===== config.mk =====
export PLATFORM = sky130hd
export DESIGN_NAME = piso_tx
export DESIGN_NICKNAME = d
export VERILOG_FILES = /design/src/rtl/piso_pkg.sv /design/src/rtl/bit_timer.sv /design/src/rtl/piso_tx.sv
export SDC_FILE = /design/constraint.sdc
export NUM_CORES = 1
export LEC_CHECK = 0
export CAP_MARGIN = 20
export CORE_UTILIZATION = 39
export CTS_CLUSTER_DIAMETER = 80
export CTS_CLUSTER_SIZE = 8
export DETAILED_ROUTE_END_ITERATION = 6
export SYNTH_ARGS = -nofsm -noshare
export SYNTH_HDL_FRONTEND = slang
export SYNTH_SLANG_ARGS = --single-unit

===== constraint.sdc =====
create_clock -name clk -period 2.2 [get_ports clk]
set_input_delay 0.33 -clock clk [delete_from_list [all_inputs] [get_ports clk]]
set_output_delay 0.33 -clock clk [all_outputs]
set_load 0.005 [all_outputs]

===== src/rtl/piso_pkg.sv =====
// Shared types and default parameters for the parallel-in serial-out transmitter.
package piso_pkg;

  typedef enum logic [1:0] {
    IDLE  = 2'd0,
    START = 2'd1,
    DATA  = 2'd2,
    STOP  = 2'd3
  } piso_state_e;

  localparam int unsigned DEF_WIDTH        = 4;
  localparam int unsigned DEF_CLKS_PER_BIT = 2;

endpackage


===== src/rtl/bit_timer.sv =====
// Per-bit cycle counter: tick_o pulses on the last cycle of every CLKS_PER_BIT-cycle bit slot.
module bit_timer #(
  parameter int unsigned CLKS_PER_BIT = 2
) (
  input  logic clk,
  input  logic rst_n,
  input  logic en_i,
  input  logic clr_i,
  output logic tick_o
);

  localparam int unsigned CW = (CLKS_PER_BIT > 1) ? $clog2(CLKS_PER_BIT) : 1;
  localparam logic [CW-1:0] CNT_LAST = CW'(CLKS_PER_BIT - 1);

  logic [CW-1:0] cnt_q, cnt_d;

  assign tick_o = en_i && !clr_i && (cnt_q == CNT_LAST);

  // Held at zero while disabled so every frame starts on a clean bit slot.
  always_comb begin
    cnt_d = cnt_q;
    if (clr_i || !en_i || (cnt_q == CNT_LAST)) begin
      cnt_d = '0;
    end else begin
      cnt_d = cnt_q + 1'b1;
    end
  end

  always_ff @(posedge clk or negedge rst_n) begin
    if (!rst_n) begin
      cnt_q <= '0;
    end else begin
      cnt_q <= cnt_d;
    end
  end

endmodule


===== src/rtl/piso_tx.sv =====
// Serial frame transmitter: start bit (0), WIDTH data bits LSB first, stop bit (1).
// Handshake: a word is taken on a posedge where in_valid && in_ready; in_ready is high only in IDLE.
module piso_tx
  import piso_pkg::*;
#(
  parameter int unsigned WIDTH        = DEF_WIDTH,
  parameter int unsigned CLKS_PER_BIT = DEF_CLKS_PER_BIT
) (
  input  logic             clk,
  input  logic             rst_n,
  input  logic [WIDTH-1:0] d,
  input  logic             in_valid,
  output logic             in_ready,
  output logic             tx,
  output logic             busy,
  output logic             done,
  output logic [1:0]       state_o
);

  localparam int unsigned BW = $clog2(WIDTH + 1);
  localparam logic [BW-1:0] BIT_LAST = BW'(WIDTH - 1);

  piso_state_e      state_q, state_d;
  logic [WIDTH-1:0] shift_q, shift_d;
  logic [BW-1:0]    bit_cnt_q, bit_cnt_d;
  logic             tx_q, tx_d;
  logic             done_q, done_d;
  logic             accept;
  logic             tick;

  assign in_ready = (state_q == IDLE);
  assign busy     = (state_q != IDLE);
  assign accept   = in_valid && in_ready;
  assign tx       = tx_q;
  assign done     = done_q;
  assign state_o  = state_q;

  bit_timer #(
    .CLKS_PER_BIT(CLKS_PER_BIT)
  ) u_bit_timer (
    .clk   (clk),
    .rst_n (rst_n),
    .en_i  (busy),
    .clr_i (accept),
    .tick_o(tick)
  );

  always_comb begin
    state_d   = state_q;
    shift_d   = shift_q;
    bit_cnt_d = bit_cnt_q;
    done_d    = 1'b0;
    case (state_q)
      IDLE: begin
        if (accept) begin
          state_d   = START;
          shift_d   = d;
          bit_cnt_d = '0;
        end
      end
      START: begin
        if (tick) state_d = DATA;
      end
      DATA: begin
        if (tick) begin
          if (bit_cnt_q == BIT_LAST) begin
            state_d = STOP;
          end else begin
            bit_cnt_d = bit_cnt_q + 1'b1;
            shift_d   = shift_q >> 1;
          end
        end
      end
      STOP: begin
        if (tick) begin
          state_d = IDLE;
          done_d  = 1'b1;
        end
      end
      default: state_d = IDLE;
    endcase
    // tx is registered from the upcoming state so the line changes with the state itself.
    tx_d = (state_d == DATA) ? shift_d[0] : (state_d != START);
  end

  always_ff @(posedge clk or negedge rst_n) begin
    if (!rst_n) begin
      state_q   <= IDLE;
      shift_q   <= '0;
      bit_cnt_q <= '0;
      tx_q      <= 1'b1;
      done_q    <= 1'b0;
    end else begin
      state_q   <= state_d;
      shift_q   <= shift_d;
      bit_cnt_q <= bit_cnt_d;
      tx_q      <= tx_d;
      done_q    <= done_d;
    end
  end

endmodule


### Word level (Yosys, flattened, before mapping)

Cells that the tools add are included.

* bits in registers: 12
* input bits: 7
* output and inout port bits: 6
* logic and storage cells: 47

* add/sub/neg operators: 2
* equal/unequal tests: 9
* muxes and demuxes: 18
* reduce and logical (&&, ||, !) cells: 11

Operators by type and width (count)
* two-way mux 4 bit: 3
* two-way mux 2 bit: 5
* two-way mux 3 bit: 3
* case mux 2 bit (4 select lines): 1
* case mux 4 bit (2 select lines): 1
* == test 2 bit, second input constant: 3
* case mux 3 bit (2 select lines): 1
* two-way mux 1 bit: 4
* inequality test 2 x 1 -> 1 bit, second input constant: 2
* inequality test 2 bit, second input constant: 2
* AND reduction 4 bit: 1
* nonzero test 2 bit: 2
* adder 3 x 1 -> 3 bit, second input constant: 1
* == test 3 x 2 -> 1 bit, second input constant: 1
* logical AND 1 bit: 3
* == test 2 x 1 -> 1 bit, second input constant: 1
* logical NOT 1 bit: 2
* logical NOT 2 bit: 1
* logical OR 1 bit: 2
* adder 1 bit, second input constant: 1

### Depth between registers and ports, before layout

Gate-level depths: netlist (run 1).

* depth after elaboration: 9
* depth in mapped cells: 7
* mapped depth without buffers: 6

### Cells and area by module

Synthesis (run 1) repeated with hierarchy kept, for this count alone.

* cells, all modules: 55
* area total of the unflattened synthesis: 579.3 µm²

By module, submodules not included
* piso_tx: instances 1, cells an instance 52, area each 533.0 µm², sequential area each 276.5 µm²
* bit_timer: instances 1, cells an instance 3, area each 46.3 µm², sequential area each 25.0 µm²

### Worst setup path before layout (run 1)

Ideal clock, no wire load.

* path kind: reg2reg
* start: register bit_cnt_q[0]
* end: register bit_cnt_q[0]
* library setup time: 0.125 ns
* data arrival time: 1.461 ns
* data required time: 2.075 ns
* setup slack: 0.613 ns
* cell stages (with the launch flop): 7
* buffers on the path: 1
* cell sequence: dfrtp_1 -> ha_1 -> ha_1 -> and4bb_1 -> buf_6 -> a21oi_4 -> mux2_4

* cells in the longest elaborated chain, start to end: 4
* elaborated cells on any way between the ends: 7
* those cells by class: add/sub (1); eq/ne (2); mux (3); reduce/logical (1)

RTL lines
* start: declaration: RTL line piso_tx.sv:25 `logic [BW-1:0] bit_cnt_q, bit_cnt_d;`
* start signal: assignment: RTL line piso_tx.sv:96 `bit_cnt_q <= bit_cnt_d;`
* adder 3 x 1 -> 3 bit: RTL line piso_tx.sv:69 `bit_cnt_d = bit_cnt_q + 1'b1;`
* two-way mux 3 bit: RTL line piso_tx.sv:66 `if (bit_cnt_q == BIT_LAST) begin`
* two-way mux 3 bit: RTL line piso_tx.sv:65 `if (tick) begin`
* case mux 3 bit (2 select lines): RTL line piso_tx.sv:53 `case (state_q)`

Several ways; a longest one is shown, not always the timed one. The select of a mux whose other input is x is not followed.
A chain may end at the register's enable or synchronous reset.

### Final worst setup path (run 1)

* start: register state_q[1], in the netlist state_o[1]
* end: output port in_ready

* cells in the longest elaborated chain, start to end: 1

RTL lines
* start: declaration: RTL line piso_tx.sv:23 `piso_state_e state_q, state_d;`
* start signal: assignment: RTL line piso_tx.sv:94 `state_q <= state_d;`
* logical NOT 2 bit: RTL line piso_tx.sv:31 `assign in_ready = (state_q == IDLE);`
* end: declaration: RTL line piso_tx.sv:13 `output logic in_ready,`

No other way between the ends.

==> results.ini, run 1 <==
[pwr]
p_total_mw=1.107
p_per_area_nw_per_um2=1475
peakVddDrop_uv=680.3
p_leak_nw=0.3401

[critical_path]
cp.required_ns=1.87
r2r-start=bit_cnt_q[0]$_DFFE_PN0P_
crit_fanout=8
crit_type=reg2out
setup.worst_path.start_class=flip-flop
rrSetupSlack_ns=0.43
startpoint=state_o[1]$_DFF_PN0_
end_kind=output port
cp.arrival_ns=1.65

[outcome]
status=complete, no violations

[cts]
cts.repair.resized=0
cts.sinks=12
cts-root-buf=clkbuf_4
cts_tree=done
path_clk_slew_ns=0.07
clk_latency_ns=0.26
cts_setup_buffers=0
cts_buffer_depth=2
ctsHoldBuffers=0
htree_levels=1
numCtsBuffers=3

[floorplanning]
die_area_um2=1664
chipHeight_um=40.79
std_cell_rows=13
die_w_um=40.79
core_area_um2=1350
start_util=0.4347
ios=13

[global_route]
grt_pass1_wl_um=1662
track_usage=0.1634
antenna_found_initial=0
grt_max_degree=13
grt-ovfl-total=0
grt_pass1_vias=367

[detailed_routing]
route.detailed.wl_per_inst_um=12.85
drc_errors=0
drtIter0Drc=5
ant_nets=0
firstDrtPassIters=4
drt_wl_total_um=1079
routed_via_density=5.143
vias=432

[final_layout]
final_layout_size_suffix_gt1_frac=0.1304
diodes=0
fin_nets=79
layout_common_cells=12 x clkdlybuf4s50_1, 11 x dfrtp_1, 6 x nand2_1
area_delta_synth_final_pct=27.93
layout_commonest_cell=clkdlybuf4s50_1

[placement]
port_buffers=12
place_hpwl_um=851.1
gp_congestion=0.7290

[yosys]
synth_top_area_frac=0.4691
syn_inst=54
synth_area_leaders=dfrtp_1 47%, dfstp_2 4.5%, ha_1 4.3%, nand2_1 3.8%, nor2_1 3.2%
synth_area_um2=586.8
yosys.area.top_type=dfrtp_1
syn_nets=63
seq_area_frac_synth=0.5139
synth_area_per_cell_um2=10.87
synth_cell_types=26
ys_ff_latch=12
ys_warn_count=0

[timing]
slew_viol_final=0
skew_ns=0.002086
fin_crit_sh=0.8996
tns_ns=0
maxSlewHeadroom=0.6316
fmax_mhz=505.3
setup_viol=0
hold_viol=0
worst_pin_slew_ns=0.5508
rsz0062_at_grt=false
min_period_ns=1.979

[run]
maxCapViolations=0

[worst_hold_path]
min_path_type=in2async

## power by group
| part | switching [mW] | internal [mW] |
|---|---|---|
| Combinational | 0.244 | 0.281 |
| Sequential | 0.0802 | 0.334 |
| Clock | 0.0674 | 0.100 |
## path summary, 6_finish.rpt
check,end,cells after the start
worst max-delay path,in_ready,2
worst min-delay path,shift_q[0]$_DFF_PN0_,1
worst max register to register,bit_cnt_q[0]$_DFFE_PN0P_,5
worst min register to register,shift_q[2]$_DFFE_PN0P_,2
max in group asynchronous,tx$_DFF_PN1_,1
min in group clk,shift_q[2]$_DFFE_PN0P_,2
## synth_stat cells
cell type	count
inv_1	4
o21ai_1	2
a31oi_1	1
nor2_1	5
o22a_1	1
nand2b_1	2
o32ai_1	1
dfrtp_1	11
ha_1	2
buf_4	1
o211ai_1	1
a32o_1	1
nor2b_1	1
a32oi_1	2
dfstp_2	1
nand2_1	6
a21oi_1	3
mux2_4	1
nand3_1	1
mux2i_1	1
a22o_1	1
nor2_2	1
buf_6	1
xnor2_1	1
and4bb_1	1
a21oi_4	1
## sequential cells by signal, summed over array words and instances, names as in the netlist
name,count
u_bit_timer.cnt_q,1
shift_q,4
tx,1
state_o,2
done,1
bit_cnt_q,3
## metal layers
layer  global-route usage  vias up  part of all wire
met4              0.05000        0                 0
met1               0.2131      201              0.47
met2               0.2344        9              0.48
li1                     -      222                 -
met5                    0        -                 0
met3              0.08152        0             0.050
## area by class of cell
| class | count | area [um2] |
|---|---|---|
| Tap cell | 15 | 18.77 |
| Clock buffer | 4 | 36.28 |
| Fill cell | 118 | 599.3 |
| Multi-Input combinational cell | 36 | 251.5 |
| Timing Repair Buffer | 13 | 127.6 |
| Inverter | 4 | 15.01 |
| Sequential cell | 12 | 301.5 |
## worst max-delay path, stage by stage, from the launching register on
cell	delay [ns]
dfrtp_1	0.48
nor2_2	0.33
clkdlybuf4s50_1	0.58
## cells by family after synthesis
logic type      after synthesis  share of synthesized area
compound gates               14                     0.1855
buf+inv                       6                    0.05757
flops                        12                     0.5139
mux                           2                    0.04264
fa+ha+maj                     2                    0.04264
simple gates                 17                     0.1429
xor+xnor                      1                    0.01493
## metrics by stage
| step | util | worst slack, ns | std cells | hold slack, ns | cell area, um2 |
|---|---|---|---|---|---|
| global placement | 0.5292 | 0.4849 | 80 | 0.4777 | 714.4 |
| finish | 0.5561 | 0.2210 | 84 | 0.4195 | 750.7 |
| CTS | 0.5561 | 0.2022 | 84 | 0.4271 | 750.7 |
| global route | 0.5561 | 0.1251 | 84 | 0.4529 | 750.7 |
| floorplan | - | 0.6135 | 54 | 0.03441 | 586.8 |
| detailed placement | 0.5292 | 0.4312 | 80 | 0.4681 | 714.4 |
(Power assumes the default switching activity.)
==> inputs of run 2 (changes only) <==
CORE_MARGIN = 5   (was default)
SETUP_SLACK_MARGIN = 0.1   (was default)
==> results.ini, run 2 (synthesis results as in run 1) <==
[outcome]
status=complete, no violations

[critical_path]
setup.worst_path.start_class=flip-flop
crit_slowest_cell=clkdlybuf4s50_1
end_kind=output port
crit_end=in_ready
cp.depth=2
rrSetupSlack_ns=0.38
slowest_delay_ns=0.54
worst-path-buf-inv=1
r2r-start=bit_cnt_q[0]$_DFFE_PN0P_
crit_type=reg2out
critPathTopFamily=buffers and inverters
reg2reg_to=bit_cnt_q[0]$_DFFE_PN0P_
startpoint=state_o[0]$_DFF_PN0_
cp.arrival_ns=1.56
crit_chain=nor2_4 -> clkdlybuf4s50_1
crit_fanout=10
cp.required_ns=1.87
reg2reg_depth=5

[placement]
place_hpwl_um=867.9
dp.cells=80
place_ws_ns=0.3961
gp_congestion=0.7712
port_buffers=12

[final_layout]
finish.utilization=0.5026
final_layout_size_suffix_gt1_frac=0.1029
largest-register=shift_q
diodes=0
largest_reg_flops=4
layout_common_cells=12 x clkdlybuf4s50_1, 11 x dfrtp_1, 6 x nand2_1
final_cell_count_no_fill=84
nFillCells=143
fin_nets=78
layout_commonest_cell=clkdlybuf4s50_1
area_delta_synth_final_pct=26.01

[pwr]
pwr-share-seq=0.407
switching_share=0.3695
pwr-share-comb=0.463
p_total_mw=1.073
p_switching_mw=0.3964
internal_power_mw=0.6764
power_frac_clock=0.130
p_leak_nw=0.3301
p_per_area_nw_per_um2=1451
peakVddDrop_uv=561.4

[cts]
numCtsBuffers=3
cts_tree=done
cts_buffer_depth=2
ctsHoldBuffers=0
clk_latency_ns=0.27
cts-root-buf=clkbuf_4
htree_levels=1
cts_setup_buffers=0
path_clk_slew_ns=0.08
cts.repair.resized=0
cts.sinks=12

[detailed_routing]
drc_errors=0
routed_via_density=5.095
vias=428
ant_nets=0
route.detailed.wl_per_inst_um=13.65
firstDrtPassIters=4
drtIter0Drc=14
drt_wl_total_um=1147

[floorplanning]
core_area_um2=1471
die_w_um=48.79
chipHeight_um=48.79
ios=13
die_area_um2=2380
std_cell_rows=14
start_util=0.3988

[timing]
fin_ws_ns=0.3069
fmax_mhz=528.2
fin_crit_sh=0.8605
maxSlewHeadroom=0.6455
min_period_ns=1.893
worst_pin_slew_ns=0.5301
slew_viol_final=0
skew_ns=0.01023
tns_ns=0
hold_viol=0
setup_viol=0
rsz0062_at_grt=false

[global_route]
grt_max_degree=13
grt_pass1_vias=422
grt-ovfl-total=0
antenna_found_initial=0
grt_pass1_wl_um=1890
track_usage=0.1037

[run]
maxCapViolations=0

[worst_hold_path]
min_path_type=in2async

[run 2: changes by cell type in the layout (fill, tap and decap cells not counted)]
cell,change
nor2_2,-1
clkbuf_8,-1
nor2_4,+1
clkbuf_1,+1
buf_4,-1
[run 2: layer usage]
metal | up-vias | track usage | part of all wire
met3 | 0 | 0.03364 | 0.043
met2 | 11 | 0.1543 | 0.50
met4 | 0 | 0.04484 | 0
met1 | 199 | 0.1365 | 0.45
met5 | - | 0 | 0
li1 | 218 | - | -
[run 2: how the worst min path moves through the flow]
stage / startpoint / endpoint / slack [ns] / cells after the start
global placement: shift_q[2]$_DFFE_PN0P_ / shift_q[2]$_DFFE_PN0P_ / 0.46 / 2
CTS: rst_n / shift_q[3]$_DFFE_PN0P_ / 0.43 / 1
detailed placement: shift_q[2]$_DFFE_PN0P_ / shift_q[2]$_DFFE_PN0P_ / 0.47 / 2
floorplan: rst_n / bit_cnt_q[0]$_DFFE_PN0P_ / 0.03 / 0
global route: rst_n / shift_q[3]$_DFFE_PN0P_ / 0.45 / 1
finish: rst_n / shift_q[3]$_DFFE_PN0P_ / 0.40 / 1
[run 2: through the flow]
| step | cell area (um2) | hold slack (ns) |
|---|---|---|
| final | 739.5 | 0.4031 |
| after global routing | 739.5 | 0.4471 |
| after CTS | 734.5 | 0.4293 |
| after detailed placement | 708.2 | 0.4711 |
| after global placement | 708.2 | 0.4623 |
| after floorplan | 586.8 | 0.03441 |
[run 2: power groups by stage]
| stage | clock (mW) | sequential (mW) | combinational, mW |
|---|---|---|---|
| finish | 0.139 | 0.437 | 0.497 |
| global route | 0.160 | 0.452 | 0.557 |
| CTS | 0.145 | 0.428 | 0.501 |
| detailed placement | 0 | 0.432 | 0.497 |
| global placement | 0 | 0.431 | 0.496 |
| floorplan | 0 | 0.404 | 0.357 |
[run 2: area by class of cell]
type,count,area [um2],area share
Clock buffer,4,26.28,0.03553
Timing Repair Buffer,12,120.1,0.1624
Sequential cell,12,301.5,0.4078
Inverter,4,15.01,0.02030
Tap cell,16,20.02,0.02707
Multi-Input combinational cell,36,256.5,0.3469
==> inputs of run 3 (changes only) <==
GPL_TIMING_DRIVEN = 1   (was default)
HOLD_SLACK_MARGIN = 0.05   (was default)
==> results of run 3 <==
No change in the layout: final DEF, timing and power equal those of run 2.
